### src/rtl/calendar_date.sv
// calendar_date: day-of-month / month counter of the calendar chain.
// Advances the date on i_day_tick with leap-year-aware month lengths and
// emits a registered one-cycle o_year_tick on each Dec 31 -> Jan 1 rollover.
// The current year is read back from the year counter to size February.
//
// Build option: CALENDAR_GREGORIAN_EN
//   defined   - full Gregorian leap rule (div 4, not div 100 unless div 400)
//   undefined - Julian-style rule (div 4 only)
//
// Ports:
//   i_clk, i_rst_n          clock, async active-low reset
//   i_srst                  synchronous reset to 1 January
//   i_day_tick              one-cycle "one day elapsed" pulse
//   i_year                  current year from the year counter
//   i_load/_day/_month      one-cycle date load request and value
//   o_day, o_month          current date (1..31, 1..12)
//   o_leap                  combinational leap flag for i_year
//   o_year_tick             registered one-cycle rollover pulse
//   o_load_err              registered one-cycle pulse on rejected load
module calendar_date #(
  parameter int unsigned YEAR_W = 12
) (
  input  logic              i_clk,
  input  logic              i_rst_n,
  input  logic              i_srst,
  input  logic              i_day_tick,
  input  logic [YEAR_W-1:0] i_year,
  input  logic              i_load,
  input  logic [4:0]        i_load_day,
  input  logic [3:0]        i_load_month,
  output logic [4:0]        o_day,
  output logic [3:0]        o_month,
  output logic              o_leap,
  output logic              o_year_tick,
  output logic              o_load_err
);

  localparam int unsigned DAY_W = 5;
  localparam int unsigned MON_W = 4;

  logic [DAY_W-1:0] r_day;
  logic [MON_W-1:0] r_month;
  logic             r_year_tick;
  logic             r_load_err;

  logic [DAY_W-1:0] w_day_nxt;
  logic [MON_W-1:0] w_month_nxt;
  logic             w_year_tick_nxt;
  logic             w_load_err_nxt;
  logic [DAY_W-1:0] w_dim_cur;
  logic [DAY_W-1:0] w_dim_load;
  logic             w_load_ok;

  // Month length lookup; February depends on the leap flag.
  function automatic logic [DAY_W-1:0] days_in_month(input logic [MON_W-1:0] m,
                                                     input logic leap);
    logic [DAY_W-1:0] d;
    case (m)
      4'd2:                   d = leap ? 5'd29 : 5'd28;
      4'd4, 4'd6, 4'd9, 4'd11: d = 5'd30;
      default:                d = 5'd31;
    endcase
    return d;
  endfunction

  // Leap-year flag for the year currently presented by the year counter.
`ifdef CALENDAR_GREGORIAN_EN
  logic w_div4;
  logic w_div100;
  logic w_div400;
  assign w_div4   = (i_year[1:0] == 2'b00);
  assign w_div100 = ((i_year % YEAR_W'(100)) == '0);
  assign w_div400 = ((i_year % YEAR_W'(400)) == '0);
  assign o_leap   = w_div4 && (!w_div100 || w_div400);
`else
  assign o_leap   = (i_year[1:0] == 2'b00);
`endif

  assign w_dim_cur  = days_in_month(r_month, o_leap);
  assign w_dim_load = days_in_month(i_load_month, o_leap);

  assign w_load_ok = (i_load_month >= 4'd1) && (i_load_month <= 4'd12) &&
                     (i_load_day != 5'd0) && (i_load_day <= w_dim_load);

  // Next-state: srst beats load beats day tick; a load always swallows the tick.
  always_comb begin
    w_day_nxt       = r_day;
    w_month_nxt     = r_month;
    w_year_tick_nxt = 1'b0;
    w_load_err_nxt  = 1'b0;
    if (i_srst) begin
      w_day_nxt   = 5'd1;
      w_month_nxt = 4'd1;
    end else if (i_load) begin
      if (w_load_ok) begin
        w_day_nxt   = i_load_day;
        w_month_nxt = i_load_month;
      end else begin
        w_load_err_nxt = 1'b1;
      end
    end else if (i_day_tick) begin
      // >= so a stale Feb 29 (year changed underneath) still rolls to Mar 1.
      if (r_day < w_dim_cur) begin
        w_day_nxt = r_day + 5'd1;
      end else if (r_month < 4'd12) begin
        w_day_nxt   = 5'd1;
        w_month_nxt = r_month + 4'd1;
      end else begin
        w_day_nxt       = 5'd1;
        w_month_nxt     = 4'd1;
        w_year_tick_nxt = 1'b1;
      end
    end
  end

  // State and output registers.
  always_ff @(posedge i_clk or negedge i_rst_n) begin
    if (!i_rst_n) begin
      r_day       <= 5'd1;
      r_month     <= 4'd1;
      r_year_tick <= 1'b0;
      r_load_err  <= 1'b0;
    end else begin
      r_day       <= w_day_nxt;
      r_month     <= w_month_nxt;
      r_year_tick <= w_year_tick_nxt;
      r_load_err  <= w_load_err_nxt;
    end
  end

  assign o_day       = r_day;
  assign o_month     = r_month;
  assign o_year_tick = r_year_tick;
  assign o_load_err  = r_load_err;

endmodule

### config.mk
export PLATFORM = sky130hd
export DESIGN_NAME = calendar_date
export DESIGN_NICKNAME = d
export VERILOG_FILES = /design/src/rtl/calendar_date.sv
export SDC_FILE = /design/constraint.sdc
export NUM_CORES = 1
export LEC_CHECK = 0
export CAP_MARGIN = 20
export CORE_MARGIN = 10
export CORE_UTILIZATION = 39
export DETAILED_ROUTE_END_ITERATION = 10
export PLACE_DENSITY = 0.83
export SYNTH_ARGS = -nofsm -noshare
export SYNTH_HDL_FRONTEND = slang
export SYNTH_SLANG_ARGS = --single-unit
### constraint.sdc
create_clock -name i_clk -period 2.4 [get_ports i_clk]
set_input_delay 0.6 -clock i_clk [delete_from_list [all_inputs] [get_ports i_clk]]
set_output_delay 0.6 -clock i_clk [all_outputs]
set_load 0.01 [all_outputs]
==> results.md, run 1 <==
- Status: complete, but fails checks
- Failing checks: negative setup slack
- Clock slew at reported path FFs: 0.08 ns
- Type of origin of the critical path: flop
- Fin nets: 222
- Die ar.: 0.00498 mm²
- I/O Buffers: 27
- Hold WC Path Type: flop to flop
- Die height: 70.6 µm
- Syn Std Cell Area: 998 µm²
- Max VDD drop: 0.323 mV
- Post-route antenna net violation count: 0
- Count leader, synth: nor3_1
- Fin crit share: 100%
- Relative slew slack: 61.9%
- Slew @ Worst Pin: 0.570 ns
- Design area: 0.00179 mm²
- Power per standard cell area: 387 mW/mm²
- Layout area overhead: 79.6%
- DRT Pass-1 Iters: 4
- YS warnings: 0
- Root Buffer: clkbuf_4
- Async set-reset flop share out of synthesis: 100%
- Wirelength per Cell: 19.0 µm
- Seq cells post-synth: 11
- RR Endpoint: o_month[3]
- Wire length on met1: 1470 µm
- Total Power: 0.693 mW
- Via count: 1327
- Clock Path Buffers: 2
- Mapped Nets: 158
- Worst reg2reg path depth: 10
- Critical Path RT: 2.55 ns
- Pre-CTS WS: -0.643 ns
- Leading area contributor after synthesis: dfrtp_1
- Cells after Synth: 124
- Achievable Freq: 0.417 GHz
- CTS tree: built
- Hold path cells: 2
- Area share of the largest cell type after synthesis: 22.6%
- HP Start: o_day[4]
- Initial Util: 40.7%
- Final wirelength: 4120 µm
- Worst-Skew Late Latency: 0.26 ns
- Initial antenna violation count: 0
- IO Count: 38
- Diode count: 0
- FF+latch area: 280 µm²
- Leakage: 0.737 nW
- Reported max-cap violation count: 0
- Setup tns final: -0.0000131 ns
- Overflow after GRT: 0
- Post-synthesis sequential area ratio: 27.8%
- Vias per Instance: 6.12
- Largest net degree at the start of global routing: 20
- Main synth FF type: dfrtp_1
- Hold WS: 0.613 ns
- Vias in the first global route: 1365
- DRC Markers: 0
- GRT Total Usage: 15.5%
- Clk_skew: 0.00670 ns
- RR Startpoint: o_month[0]
- Critical path capture point type: flop
- Core area: 0.00245 mm²
- Footprint of the multi-input gates: 866 µm²
- Setup Viol. Count Final: 1
- Die width: 70.6 µm
- Final worst path period need: 2.40 ns
- Hold EP: o_day[4]
- Critical path arrival: 2.55 ns
- Most instantiated cells after synthesis: 12 x nor3_1, 9 x dfrtp_1, 9 x inv_1, 9 x nand2_1, 9 x nor2_1
- Synth area leaders: dfrtp_1 23%, ha_1 10%, nor3_1 6.0%
- Placer Congestion: 0.932
- First-pass GRT wire length: 6560 µm
- CTS hold repair buffers: 0
- CTS H-tree depth: 1
- RSZ-0062 raised after global routing: yes
- Number of synthesized flops with an enable pin: 0
- Crit-path max FO: 6
- Top Layer Used: met4
- Crit Path Category: flop to flop
- Length of routed met2 wiring: 2190 µm
- Reg2reg setup slack: -0.00001 ns
- TritonCTS Buffers: 3
- Area post-placement: 0.00150 mm²
- Sink Count: 11
- Layout fillers: 172
- 1st-iter DRT viols: 135
- Fin. Hold Viols: 0
- Final Slew Violations: 0
- Yosys cell types: 39
- Wire length on met3: 351 µm
- Fin worst setup slack: -0.0000131 ns
- Row Count: 18
- DP Wirelength: 2890 µm
- Share of layout cells above drive strength 1: 40.6%
- Syn_area_per_cell: 8.05 µm²
## kinds of logic (layout without fill, tap and decap cells)
logic type | after synthesis | count (layout) | share of synthesized area, %
and+or+nand+nor | 52 | 52 | 27.1
AOI/OAI and AO/OA | 35 | 35 | 25.4
buffers and inverters | 14 | 77 | 5.39
DFF | 11 | 11 | 27.8
adders and majority gates | 8 | 8 | 10.0
muxes | 4 | 4 | 4.26
## critical path, stage by stage (launching register included)
cell	delay (ns)
dfstp_2	0.56
inv_2	0.06
ha_4	0.16
nand2b_4	0.07
nor2_4	0.05
ha_4	0.27
nand2_4	0.06
nor2_2	0.04
a211o_1	0.38
or4b_1	0.54
o311ai_2	0.09
## power by group
group	internal (mW)	switching, mW
sequential	0.206	0.0356
combinational	0.175	0.148
clock	0.0641	0.0640
## layout by cell type, fill, tap and decap left out, drive strengths merged, types with 2 or more instances in the layout
cell type,netlist,final
mux2,2,2
buf,1,37
a211oi,5,5
and3,2,2
o32ai,2,2
a22oi,2,2
or2,2,2
a221o,2,2
nand2b,2,2
dfstp,2,2
ha,8,8
o311ai,2,2
a21oi,4,4
clkdlybuf4s50,0,21
mux2i,2,2
a32oi,2,2
or4,3,3
nor2,9,9
nand2,9,9
nor4,3,3
nor3,12,12
nand3,4,4
a31oi,2,2
o21ai,6,6
clkbuf,4,6
dfrtp,9,9
nor2b,3,3
inv,9,9
clkdlybuf4s15,0,4
## cell type report
cell class / count / area share [%]
clock buffers: 4 / 1.47
inverters: 9 / 1.88
multi-input cells: 99 / 48.3
flip-flops and latches: 11 / 15.6
well taps: 30 / 2.09
repair buffers: 64 / 30.6
## through the flow
| stage | utilization (%) | std cells |
|---|---|---|
| 2_1_floorplan | - | 124 |
| 3_3_place_gp | 61.2 | 203 |
| 3_5_place_dp | 61.2 | 203 |
| 4_1_cts | 65.2 | 211 |
| 5_1_grt | 73.0 | 217 |
| 6_report | 73.0 | 217 |
## how the worst max path moves through the flow
stage                     from    endpoint  depth (start not counted)
6_report            o_month[0]  o_month[3]                         10
5_1_grt             o_month[0]  o_month[3]                         10
4_1_cts             o_month[0]  o_month[3]                          7
3_5_place_dp   i_load_month[2]    o_day[1]                         10
3_3_place_gp   i_load_month[2]    o_day[1]                         10
2_1_floorplan       o_month[0]  o_month[3]                         10
## state kept, by name (all words and copies together), names as in the netlist
signal / count
o_load_err: 1
o_year_tick: 1
o_day: 5
o_month: 4
## per-layer routing
metal,track usage [%],up-vias
li1,-,607
met5,0,-
met4,4.09,0
met2,29.1,74
met1,16.6,633
met3,4.04,13
## what timing repair did
item                                    in CTS  in global routing
setup buffers                                5                  8
pin swaps                                   14                 18
endpoints found under the hold margin        0                  0
gates resized for setup                     22                 37
endpoints found under the setup margin      10                  9
No activity file was read; power rests on OpenSTA's default activity.
==> run 2, diff against run 1 <==
Settings changed: TNS_END_PERCENT set to 20.
==> run 2 against run 1 <==
  * The flow now finishes without violations
  * Die area did not move
  * Worst setup slack improved by 0.032 ns
  * Critical path depth fell by 1
  * Hold slack improved by 0.014 ns
  * Via count fell by 2.0%
  * Final cell count did not move
  * Non-clock buffer count did not move
  * Critical path type is now primary input to flop
  * Largest power group unchanged
  * Highest routed layer unchanged
==> results.md, run 2 (synthesis gave the netlist of run 1 again) <==
- Crit. Startpoint: i_load_month[0]
- 1st-iter DRT viols: 64
- Reported max-cap violation count: 0
- Setup Viol. Count Final: 0
- Critical Path Slowest Stage Cell: nor4b_2
- Worst reg2reg path depth: 7
- Commonest non-fill, non-tap cell in the layout: buf_4
- Clock Path Buffers: 2
- Power per standard cell area: 396 mW/mm²
- CP peak stage delay: 0.32 ns
- First-pass GRT wire length: 5980 µm
- Achievable Freq: 0.422 GHz
- Relative slew slack: 61.3%
- Fin crit share: 98.7%
- RSZ-0062 raised after global routing: no
- Hold WC Path Type: flop to flop
- Die width: 70.6 µm
- Leakage: 0.726 nW
- Final worst path period need: 2.37 ns
- Area post-placement: 0.00152 mm²
- Setup tns final: 0 ns
- Worst-path cell chain: clkdlybuf4s15_2 -> nor4b_2 -> ha_4 -> buf_6 -> a221oi_4 -> o31a_1 -> buf_6 -> nor4_1 -> a221o_1
- Clock slew at reported path FFs: 0.08 ns
- Row Count: 18
- Largest register FFs: 5
- Final Slew Violations: 0
- Clk_skew: 0.00286 ns
- Vias per Instance: 6.00
- CTS tree: built
- Crit path top cell by count: buf_6
- RR Endpoint: o_month[3]
- Type of origin of the critical path: primary input
- Fin. Hold Viols: 0
- Critical path arrival: 2.52 ns
- Max VDD drop: 0.432 mV
- DP Wirelength: 2690 µm
- I/O Buffers: 27
- Crit-path max FO: 4
- DRC Markers: 0
- Layout area overhead: 73.2%
- Design area: 0.00173 mm²
- Initial Util: 40.7%
- Number of instances in the placed design: 206
- Commonest cells after routing, fill and taps aside: 34 x buf_4, 21 x clkdlybuf4s50_1, 12 x nor3_1, 9 x nor2_1
- GRT Total Usage: 14.4%
- Post-route antenna net violation count: 0
- Root Buffer: clkbuf_4
- Slew @ Worst Pin: 0.579 ns
- Final wirelength: 3790 µm
- Via count: 1301
- Finished Layout Cells: 217
- Fin nets: 222
- Worst-Skew Late Latency: 0.28 ns
- TritonCTS Buffers: 3
- Reg2reg setup slack: 0.06 ns
- RR Startpoint: o_month[0]
- Wirelength per Cell: 17.5 µm
- Core area: 0.00245 mm²
- Share of layout cells above drive strength 1: 37.4%
- Critical Path End: o_day[2]
- Largest net degree at the start of global routing: 14
- Critical path capture point type: flop
- DRT Pass-1 Iters: 4
- Diode count: 0
- Worst Path Buf+Inv: 3
- Crit Path Category: primary input to flop
- Die height: 70.6 µm
- Overflow after GRT: 0
- CTS H-tree depth: 1
- Initial antenna violation count: 0
- Crit path max-delay family: compound AO/OA/AOI/OAI gates
- Crit. path cell count: 9
- IO Count: 38
- Vias in the first global route: 1325
- Placer Congestion: 0.862
- Sink Count: 11
- Die ar.: 0.00498 mm²
- Finished Core Util: 70.4%
- Status: finished clean
- Critical Path RT: 2.55 ns
run 2: cell count changes in the layout (fill, tap and decap cells not counted), sizes merged:
cell	previous run	this run
clkinv	0	1
clkbuf	6	5
buf	37	39
clkdlybuf4s15	4	2
run 2: power breakdown:
part           total (mW)  internal [mW]  switching [mW]
Combinational       0.313          0.169           0.144
Clock               0.135         0.0618          0.0730
Sequential          0.237          0.206          0.0306
run 2: worst min path at each step:
stage | start | to | depth (start not counted)
5_1_grt | o_day[1] | o_day[1] | 1
2_1_floorplan | i_rst_n | o_day[1] | 0
3_3_place_gp | o_day[4] | o_day[4] | 2
3_5_place_dp | o_day[4] | o_day[4] | 2
4_1_cts | o_day[4] | o_day[4] | 2
6_report | o_day[4] | o_day[4] | 2
run 2: through the flow:
| step | power (mW) | worst slack (ns) | hold WS (ns) |
|---|---|---|---|
| 6_report | 0.685 | 0.0320 | 0.627 |
| 5_1_grt | 0.723 | 0.0000466 | 0.667 |
| 4_1_cts | 0.660 | -0.000908 | 0.595 |
| 3_5_place_dp | 0.493 | -0.679 | 0.568 |
| 3_3_place_gp | 0.481 | -0.565 | 0.556 |
| 2_1_floorplan | 0.348 | -0.0225 | 0.304 |
run 2: routing by layer:
metal	global-route usage (%)	part of all wire, %	vias to the layer above
met5	0	0	-
met4	7.10	4.0	0
met3	3.77	6.1	18
met2	27.1	52	62
met1	14.2	38	615
li1	-	-	606
run 2: repair_timing:
action,in CTS,in global routing
pin swaps,14,10
cloned,0,0
setup endpoints to repair,10,9
buffers inserted,6,1
resized for setup,35,13
hold buffers,0,0
run 2: cell type report:
cell class	count	area (µm²)
Clock buffer	3	22.5
Clock inverter	1	5.00
Fill cell	169	726
Inverter	9	33.8
Multi-Input combinational cell	99	810
Sequential cell	11	279
Tap cell	30	37.5
Timing Repair Buffer	64	542
run 2: tightest hold or removal path, stage by stage, from the launching register on:
cell and delay [ns]:
dfrtp_1 0.41, inv_1 0.09, o32ai_4 0.09
